--- config.mk ---
export PLATFORM = sky130hd
export DESIGN_NAME = dmem_arbiter_flat
export DESIGN_NICKNAME = d
export VERILOG_FILES = /design/src/rtl/dmem_arbiter_if.sv /design/src/rtl/dmem_arbiter.sv /design/src/flat_wrapper.sv
export SDC_FILE = /design/constraint.sdc
export NUM_CORES = 1
export LEC_CHECK = 0
export BUFFER_PORTS_ARGS = -buffer_cell sky130_fd_sc_hd__clkbuf_2
export CAP_MARGIN = 0
export CORE_ASPECT_RATIO = 1.1
export CORE_MARGIN = 3
export CORE_UTILIZATION = 28
export DETAILED_ROUTE_END_ITERATION = 16
export PLACE_DENSITY = 0.52
export SETUP_SLACK_MARGIN = 0.02
export SLEW_MARGIN = 15
export SYNTH_ARGS = -nofsm -noshare
export SYNTH_HDL_FRONTEND = slang
export SYNTH_SLANG_ARGS = --single-unit
--- constraint.sdc ---
create_clock -name clk -period 3.6 [get_ports clk]
set_input_delay 0.18 -clock clk [delete_from_list [all_inputs] [get_ports clk]]
set_output_delay 0.18 -clock clk [all_outputs]
set_load 0.05 [all_outputs]
--- src/rtl/dmem_arbiter_if.sv ---
// dmem_arbiter_if: request/response bundle for both requester ports plus the
// single-port data memory connection.
//   p0_* : CPU load/store port       p1_* : debug/loader port
//   mem_*: data memory (combinational read, write on posedge)
// Modports:
//   slave  - arbiter view (takes requests, drives responses and memory)
//   master - environment view (drives requests, returns mem_rdata)
interface dmem_arbiter_if;
  logic        p0_valid, p0_ready, p0_we;
  logic [31:0] p0_addr, p0_wdata;
  logic        p0_rsp_valid, p0_rsp_err;
  logic [31:0] p0_rsp_rdata;
  logic        p1_valid, p1_ready, p1_we;
  logic [31:0] p1_addr, p1_wdata;
  logic        p1_rsp_valid, p1_rsp_err;
  logic [31:0] p1_rsp_rdata;
  logic        mem_read, mem_write;
  logic [31:0] mem_addr, mem_wdata, mem_rdata;

  modport slave (
    input  p0_valid, p0_we, p0_addr, p0_wdata,
    output p0_ready, p0_rsp_valid, p0_rsp_rdata, p0_rsp_err,
    input  p1_valid, p1_we, p1_addr, p1_wdata,
    output p1_ready, p1_rsp_valid, p1_rsp_rdata, p1_rsp_err,
    output mem_read, mem_write, mem_addr, mem_wdata,
    input  mem_rdata
  );

  modport master (
    output p0_valid, p0_we, p0_addr, p0_wdata,
    input  p0_ready, p0_rsp_valid, p0_rsp_rdata, p0_rsp_err,
    output p1_valid, p1_we, p1_addr, p1_wdata,
    input  p1_ready, p1_rsp_valid, p1_rsp_rdata, p1_rsp_err,
    input  mem_read, mem_write, mem_addr, mem_wdata,
    output mem_rdata
  );
endinterface

--- src/rtl/dmem_arbiter.sv ---
// dmem_arbiter: two-port arbiter in front of a single-port data memory.
// Port 0 (CPU) has priority over port 1 (debug). Each accepted request is
// registered, performs a one-cycle memory access, and returns a registered
// one-cycle response to its owner. Misaligned / out-of-range addresses get
// an error response and never strobe the memory.
// Ports:
//   clk  - clock (rising edge)
//   rst  - synchronous active-low reset
//   bus  - dmem_arbiter_if.slave (requests, responses, memory)
// Optional build macro:
//   DMEM_ARB_STARVE_EN - after STARVE_LIMIT consecutive waiting cycles,
//                        port 1 is promoted above port 0.
module dmem_arbiter #(
  parameter int MEM_WORDS    = 128,
  parameter int STARVE_LIMIT = 8
) (
  input  logic           clk,
  input  logic           rst,
  dmem_arbiter_if.slave  bus
);

  typedef enum logic [1:0] {IDLE, ACCESS, RESP} state_t;

  state_t            state_q, state_d;
  logic              owner_q;
  logic              cmd_we_q;
  logic [31:0]       cmd_addr_q, cmd_wdata_q;
  logic [1:0]        rsp_valid_q, rsp_err_q;
  logic [1:0][31:0]  rsp_rdata_q;

  logic can_grant, p1_pri, gnt0, gnt1, hs0, hs1, hs, legal;

  // ready is held low while in reset so nothing is offered to requesters
  assign can_grant = rst && (state_q == IDLE || state_q == RESP);
  assign gnt0      = bus.p0_valid && !(p1_pri && bus.p1_valid);
  assign gnt1      = bus.p1_valid && !gnt0;
  assign hs0       = can_grant && gnt0;
  assign hs1       = can_grant && gnt1;
  assign hs        = hs0 || hs1;

  assign bus.p0_ready = hs0;
  assign bus.p1_ready = hs1;

  // word index compared unsigned with two zero bits on top, so no wrap
  assign legal = (cmd_addr_q[1:0] == 2'b00) &&
                 ({2'b00, cmd_addr_q[31:2]} < 32'(MEM_WORDS));

  // address/data come straight from the command register, which only
  // changes on a handshake, so they hold outside ACCESS
  assign bus.mem_read  = (state_q == ACCESS) && legal && !cmd_we_q;
  assign bus.mem_write = (state_q == ACCESS) && legal &&  cmd_we_q;
  assign bus.mem_addr  = cmd_addr_q;
  assign bus.mem_wdata = cmd_wdata_q;

  assign bus.p0_rsp_valid = rsp_valid_q[0];
  assign bus.p0_rsp_err   = rsp_err_q[0];
  assign bus.p0_rsp_rdata = rsp_rdata_q[0];
  assign bus.p1_rsp_valid = rsp_valid_q[1];
  assign bus.p1_rsp_err   = rsp_err_q[1];
  assign bus.p1_rsp_rdata = rsp_rdata_q[1];

  always_comb begin
    state_d = state_q;
    case (state_q)
      IDLE:    if (hs) state_d = ACCESS;
      ACCESS:  state_d = RESP;
      RESP:    state_d = hs ? ACCESS : IDLE;
      default: state_d = IDLE;
    endcase
  end

  always_ff @(posedge clk) begin
    if (!rst) begin
      state_q     <= IDLE;
      owner_q     <= 1'b0;
      cmd_we_q    <= 1'b0;
      cmd_addr_q  <= '0;
      cmd_wdata_q <= '0;
      rsp_valid_q <= '0;
      rsp_err_q   <= '0;
      rsp_rdata_q <= '0;
    end else begin
      state_q <= state_d;
      if (hs) begin
        owner_q     <= hs1;
        cmd_we_q    <= hs1 ? bus.p1_we    : bus.p0_we;
        cmd_addr_q  <= hs1 ? bus.p1_addr  : bus.p0_addr;
        cmd_wdata_q <= hs1 ? bus.p1_wdata : bus.p0_wdata;
      end
      // response lives for exactly the RESP cycle; all fields zero otherwise
      rsp_valid_q <= '0;
      rsp_err_q   <= '0;
      rsp_rdata_q <= '0;
      if (state_q == ACCESS) begin
        rsp_valid_q[owner_q] <= 1'b1;
        rsp_err_q[owner_q]   <= !legal;
        rsp_rdata_q[owner_q] <= (legal && !cmd_we_q) ? bus.mem_rdata : 32'h0;
      end
    end
  end

`ifdef DMEM_ARB_STARVE_EN
  localparam int CW = $clog2(STARVE_LIMIT + 1);
  logic [CW-1:0] starve_q, starve_d;

  // counts cycles port 1 waits (including ACCESS), saturating at the limit
  always_comb begin
    starve_d = starve_q;
    if (!bus.p1_valid || hs1)              starve_d = '0;
    else if (starve_q < CW'(STARVE_LIMIT)) starve_d = starve_q + CW'(1);
  end

  always_ff @(posedge clk) begin
    if (!rst) starve_q <= '0;
    else      starve_q <= starve_d;
  end

  assign p1_pri = (starve_q >= CW'(STARVE_LIMIT));
`else
  assign p1_pri = 1'b0;
`endif

endmodule

--- src/flat_wrapper.sv ---
// flat-port wrapper written by rule: the top's interface ports become plain ports
module dmem_arbiter_flat 
#(
  parameter int MEM_WORDS    = 128,
  parameter int STARVE_LIMIT = 8
)
  (clk, rst, bus_p0_valid, bus_p0_we, bus_p0_addr, bus_p0_wdata, bus_p0_ready, bus_p0_rsp_valid, bus_p0_rsp_rdata, bus_p0_rsp_err, bus_p1_valid, bus_p1_we, bus_p1_addr, bus_p1_wdata, bus_p1_ready, bus_p1_rsp_valid, bus_p1_rsp_rdata, bus_p1_rsp_err, bus_mem_read, bus_mem_write, bus_mem_addr, bus_mem_wdata, bus_mem_rdata);
  dmem_arbiter_if bus_i ();
  input  logic clk;
  input  logic rst;
  input wire logic [$bits(bus_i.p0_valid)-1:0] bus_p0_valid;
  input wire logic [$bits(bus_i.p0_we)-1:0] bus_p0_we;
  input wire logic [$bits(bus_i.p0_addr)-1:0] bus_p0_addr;
  input wire logic [$bits(bus_i.p0_wdata)-1:0] bus_p0_wdata;
  output wire logic [$bits(bus_i.p0_ready)-1:0] bus_p0_ready;
  output wire logic [$bits(bus_i.p0_rsp_valid)-1:0] bus_p0_rsp_valid;
  output wire logic [$bits(bus_i.p0_rsp_rdata)-1:0] bus_p0_rsp_rdata;
  output wire logic [$bits(bus_i.p0_rsp_err)-1:0] bus_p0_rsp_err;
  input wire logic [$bits(bus_i.p1_valid)-1:0] bus_p1_valid;
  input wire logic [$bits(bus_i.p1_we)-1:0] bus_p1_we;
  input wire logic [$bits(bus_i.p1_addr)-1:0] bus_p1_addr;
  input wire logic [$bits(bus_i.p1_wdata)-1:0] bus_p1_wdata;
  output wire logic [$bits(bus_i.p1_ready)-1:0] bus_p1_ready;
  output wire logic [$bits(bus_i.p1_rsp_valid)-1:0] bus_p1_rsp_valid;
  output wire logic [$bits(bus_i.p1_rsp_rdata)-1:0] bus_p1_rsp_rdata;
  output wire logic [$bits(bus_i.p1_rsp_err)-1:0] bus_p1_rsp_err;
  output wire logic [$bits(bus_i.mem_read)-1:0] bus_mem_read;
  output wire logic [$bits(bus_i.mem_write)-1:0] bus_mem_write;
  output wire logic [$bits(bus_i.mem_addr)-1:0] bus_mem_addr;
  output wire logic [$bits(bus_i.mem_wdata)-1:0] bus_mem_wdata;
  input wire logic [$bits(bus_i.mem_rdata)-1:0] bus_mem_rdata;
  assign bus_i.p0_valid = bus_p0_valid;
  assign bus_i.p0_we = bus_p0_we;
  assign bus_i.p0_addr = bus_p0_addr;
  assign bus_i.p0_wdata = bus_p0_wdata;
  assign bus_p0_ready = bus_i.p0_ready;
  assign bus_p0_rsp_valid = bus_i.p0_rsp_valid;
  assign bus_p0_rsp_rdata = bus_i.p0_rsp_rdata;
  assign bus_p0_rsp_err = bus_i.p0_rsp_err;
  assign bus_i.p1_valid = bus_p1_valid;
  assign bus_i.p1_we = bus_p1_we;
  assign bus_i.p1_addr = bus_p1_addr;
  assign bus_i.p1_wdata = bus_p1_wdata;
  assign bus_p1_ready = bus_i.p1_ready;
  assign bus_p1_rsp_valid = bus_i.p1_rsp_valid;
  assign bus_p1_rsp_rdata = bus_i.p1_rsp_rdata;
  assign bus_p1_rsp_err = bus_i.p1_rsp_err;
  assign bus_mem_read = bus_i.mem_read;
  assign bus_mem_write = bus_i.mem_write;
  assign bus_mem_addr = bus_i.mem_addr;
  assign bus_mem_wdata = bus_i.mem_wdata;
  assign bus_i.mem_rdata = bus_mem_rdata;
  dmem_arbiter #(.MEM_WORDS(MEM_WORDS), .STARVE_LIMIT(STARVE_LIMIT)) u_core (.clk(clk), .rst(rst), .bus(bus_i));
endmodule
# Word level (Yosys, flattened, before mapping)
# Cells that the tools add are included.
# W data, S select, Z words.
[totals]
register_bits = 136
latch_bits = 0
ram_bits = 0
rom_bits = 0
inputBits = 166
out_inout_bits = 136
wordCells = 46
mem_count = 0
[classes]
add_sub_neg = 0
mul = 0
n_div = 0
order_cmp = 3
eq_ne = 3
shifts = 0
mux = 11
n_bitwise = 2
n_reduce_logical = 18
[ops]
columns = ["operator", "n"]
rows = [
  ["$mux W32", 4],
  ["$and A64 B64 Y64", 1],
  ["$demux W32 S1", 1],
  ["$lt A30 B8 Y1 const B", 1],
  ["$logic_and A1 B1 Y1", 10],
  ["$pmux W2 S3", 1],
  ["$logic_not A2 Y1", 2],
  ["$logic_not A1 Y1", 3],
  ["$mux W1", 3],
  ["$and A2 B2 Y2", 1],
  ["$eq A2 B1 Y1 const B", 1],
  ["$eq A2 B2 Y1 const B", 1],
  ["$logic_or A1 B1 Y1", 2],
  ["$lt A1 B2 Y1 const B", 1],
  ["$mux W2", 1],
  ["$ne A2 B1 Y1 const B", 1],
  ["$reduce_and A2 Y1", 1],
  ["$demux W1 S1", 1],
  ["$ge A1 B1 Y1 const B", 1],
]

# Longest topological paths before layout
[logic_depth]
depth_word = 7
ltp_mapped = 6
ltp_nobuf = 4

# Worst setup path before layout
# Ideal clock, no wire load.
[synth_path]
kind = "reg2out"
start = "reg u_core.cmd_addr_q[11], in the netlist u_core.bus.mem_addr[11]"
end = "out bus_mem_read"
arrival_time_ns = 2.166
t_required_ns = 3.420
setup_slack_ns = 1.254
path_stages_with_launch = 5
n_path_buf = 1
cell_sequence = "dfxtp_1 > nor4_1 > nand4_1 > buf_2 > nor4b_2"
[synth_between]
elab_chain_cells = 4
[synth_rtl]
columns = ["item", "line_no", "text"]
rows = [
  ["from (decl)", "dmem_arbiter.sv:27", "logic [31:0] cmd_addr_q, cmd_wdata_q;"],
  ["from (signal assigned)", "dmem_arbiter.sv:87", "cmd_addr_q <= hs1 ? bus.p1_addr : bus.p0_addr;"],
  ["$lt A30 B8 Y1", "dmem_arbiter.sv:46", "({2'b00, cmd_addr_q[31:2]} < 32'(MEM_WORDS));"],
  ["$logic_and A1 B1 Y1", "dmem_arbiter.sv:45", "assign legal = (cmd_addr_q[1:0] == 2'b00) &&"],
  ["$logic_and A1 B1 Y1 (2 in a row)", "dmem_arbiter.sv:50", "assign bus.mem_read = (state_q == ACCESS) && legal && !cmd_we_q;"],
  ["to (decl)", "flat_wrapper.sv:27", "output wire logic [$bits(bus_i.mem_read)-1:0] bus_mem_read;"],
]
# Every way passes these cells.

# Worst setup path after layout
[layout_path]
start = "reg u_core.cmd_addr_q[31], in the netlist u_core.bus.mem_addr[31]"
end = "out bus_mem_read"
# Same word-level chain as after synthesis.

==> impl_results.md <==
* Ratio of final minimum period to clock period at 75.5%
* CP max FO at 68
* Average wire per standard cell at around 17 um
* Post-layout min period at about 2.7 ns
* PD cells at a little over 500 nW/um^2
* Area post-placement at around 7000 sq um
* CP Launch Type: flip-flop
* GRT Residual Overflow at 0
* WL final at between 15000 and 20000 um
* Final setup fails at 0
* Avg Inst Size Synth at between 9 and 10 sq um
* CP max stage cell: nor4_1
* Routed Antenna Nets at 0
* Crit Reg-Reg Startpoint: u_core.state_q[0]
* Fraction of registers with async set/reset at 0%
* P_leak at ~3.5 nW
* CTS Buf Count at 17
* Core region area at 18500 sq um
* #FFs+latches synth at 136
* Largest net degree at the start of global routing at 69
* Multi-input gate area at around 2300 sq um
* Yosys cell types at 29
* Arrival time worst endpoint at 2.54 ns
* DRT Pass-1 Iters at 4
* R2R Setup Slk at between 1 and 1.5 ns
* CTS H-tree depth at 4
* Die Span Y at between 150 and 200 um
* Starting Density at between 20% and 30%
* Post-CTS setup buffer count at 0
* 1st-iter DRT viols at 150
* IO Port Bufs at 301
* Fin Hold WS at approximately 0.019 ns
* Crit path cell chain: nor4_1 > nand4_1 > buf_4 > nor4b_2 > clkbuf_2
* Worst hold start: bus_p1_addr[7]
* Hold Path Stages at 3
* Vias per Instance at around 4.8
* Max_slew headroom at roughly two fifths
* Endpoint class of the critical path: output pin
* Largest cells by area after synthesis: dfxtp_1, a311oi_1, nand2_1
* Final net count at 1062
* Slew Viols, Final at 0
* Clock Power Share at approximately 42%
* CTS resizes at 0
* Max IR drop VDD at about 0.32 mV
* CTS tree: done
* Max Clock Freq at about 0.37 GHz
* Unrepaired setup endpoints after global routing: false
* Top_reg_cell synth: dfxtp_1
* Hold Vio Cnt, Final at 0
* Sequential cell area at ~2700 sq um
* Filler instances at 1890
* Synth area leader: dfxtp_1
* Worst-path clk slew at approximately 0.06 ns
* Post-route DRC violation count at 0
* Critical path class: flip-flop to output pin
* I/O pin total at just over 300
* Syn_nets at around 750
* Cell Rows at 52
* Synth cell count leaders: dfxtp_1, nand2_1, a21oi_1
* Min-delay worst type: input port to flip-flop
* Yosys top cell area share at between 50% and 60%
* Reg2reg end: u_core.bus.mem_wdata[31]
* Clk buf depth at 2
* Routability Congestion at 0.730
* Syn Inst Count at 580
* Layout cells sized above 1 at 43.2%
* CP required at around 3.4 ns
* Vias in the first global route at roughly 5.6k
* Skew-Pair Late Insertion Delay at between 0.4 and 0.5 ns
* Worst Skew at roughly 0.010 ns
* Die area at between 20000 and 25000 sq um
* Initial antenna violation count at 1
* Final HPWL DP at between 10000 and 15000 um
* Worst Hold End: u_core.bus.mem_addr[7]
* First-pass GRT wire length at between 20000 and 30000 um
* Max-cap violations at 0
* P_sw at roughly 1.2 mW
* Setup_tns at 0 ns
* CTS sink cnt at approximately 140
* Tot GR Track Use at 18.4%
* Final Instance Area at between 7000 and 8000 sq um
* Int Power at 2.86 mW
* Worst-Margin Slew at 0.910 ns
* Via count at 5523
* Hold Buf Count CTS at 43
* Sw Share at between 20 and 30%
* Width of the die at 137 um
* Synth Cell Area at approximately 5300 sq um
* Clock root buffer: clkbuf_16
* Top-count cell post-synth: dfxtp_1
* CP max stage delay at 0.54 ns
* Ys Warns at 0
* Status: finished clean
* FF-to-FF path depth at 6
* Comb power frac at a little under a fifth
* Layout area overhead at 50.1%
* Post-synth EDFFs at 0
* Part of the power in registers at 39.5%
* Register area share after synthesis at between 50% and 60%
[worst max-delay path, delay by kind of cell, from the launching register on]
| kind | cells | cell delay (ns) |
|---|---|---|
| simple gates | 3 | 1.05 |
| buf+inv | 2 | 0.74 |
| flops | 1 | 0.32 |
[through the flow]
stage / util [%] / setup slack (ns) / power (mW) / std cells
2_1_floorplan: - / 1.25 / 2.12 / 580
3_3_place_gp: 37.5 / 1.28 / 2.36 / 1077
3_5_place_dp: 37.5 / 1.28 / 2.36 / 1077
4_1_cts: 43.0 / 0.825 / 4.14 / 1151
5_1_grt: 43.0 / 0.719 / 4.26 / 1152
6_report: 43.0 / 0.881 / 4.08 / 1152
[state kept, by name (all words and copies together) (netlist names)]
signal	cells
u_core.state_q	2
u_core.bus.mem_addr	32
u_core.bus.mem_wdata	32
u_core.bus.p1_rsp_rdata	32
u_core.cmd_we_q	1
u_core.bus.p0_rsp_rdata	32
u_core.rsp_err_q	2
u_core.owner_q	1
u_core.rsp_valid_q	2
[logic make-up after synthesis]
| group | Yosys count | share of synthesized area, % |
|---|---|---|
| AO/OA/AOI/OAI | 134 | 17.4 |
| buffers and inverters | 61 | 5.42 |
| flip-flops | 136 | 51.2 |
| AND/OR/NAND/NOR | 249 | 26.0 |
[power groups by stage]
| stage | registers [mW] | logic [mW] | clock network, mW |
|---|---|---|---|
| after floorplan | 1.86 | 0.266 | 0 |
| after global placement | 1.64 | 0.716 | 0 |
| after detailed placement | 1.65 | 0.712 | 0 |
| after CTS | 1.61 | 0.753 | 1.77 |
| after global routing | 1.62 | 0.806 | 1.84 |
| final | 1.61 | 0.745 | 1.72 |
[final cells by class]
cell class / instances / share of cell area, %
sequential: 136 / 34.1
multi-input combinational: 383 / 29.1
timing repair buffer: 355 / 25.5
clock buffer: 20 / 5.73
tap: 243 / 3.81
clock inverter: 11 / 1.54
inverter: 3 / 0.141
antenna: 1 / 0.0314
[worst max path at each step]
| stage | end | startpoint | depth (start not counted) |
|---|---|---|---|
| after global routing | bus_mem_read | u_core.bus.mem_addr[31] | 5 |
| after CTS | bus_mem_read | u_core.bus.mem_addr[31] | 5 |
| final | bus_mem_read | u_core.bus.mem_addr[31] | 5 |
| after global placement | bus_mem_read | u_core.bus.mem_addr[31] | 5 |
| after detailed placement | bus_mem_read | u_core.bus.mem_addr[31] | 5 |
| after floorplan | bus_mem_read | u_core.bus.mem_addr[11] | 4 |
[metal layers]
layer | GRT usage [%] | wire, um
met1 | 21.5 | 7910
met2 | 30.2 | 8960
met3 | 8.29 | 2130
met4 | 5.44 | 302
met5 | 0 | 0
[layout by cell type (no fill, tap or decap), types with 2 or more instances in the layout]
cell type	count
nor4_1	3
nor4_2	2
clkinv_2	3
nand2b_1	32
clkbuf_16	17
inv_6	2
inv_2	2
nor3_2	40
dlygate4sd3_1	43
dfxtp_1	136
a311oi_1	65
nand2_1	131
buf_4	10
o21a_1	2
nor3_1	27
clkbuf_8	2
a21oi_1	66
clkinvlp_4	4
nand4_1	3
clkbuf_2	301
bufinv_16	2
No activity file was read; power rests on OpenSTA's default activity.
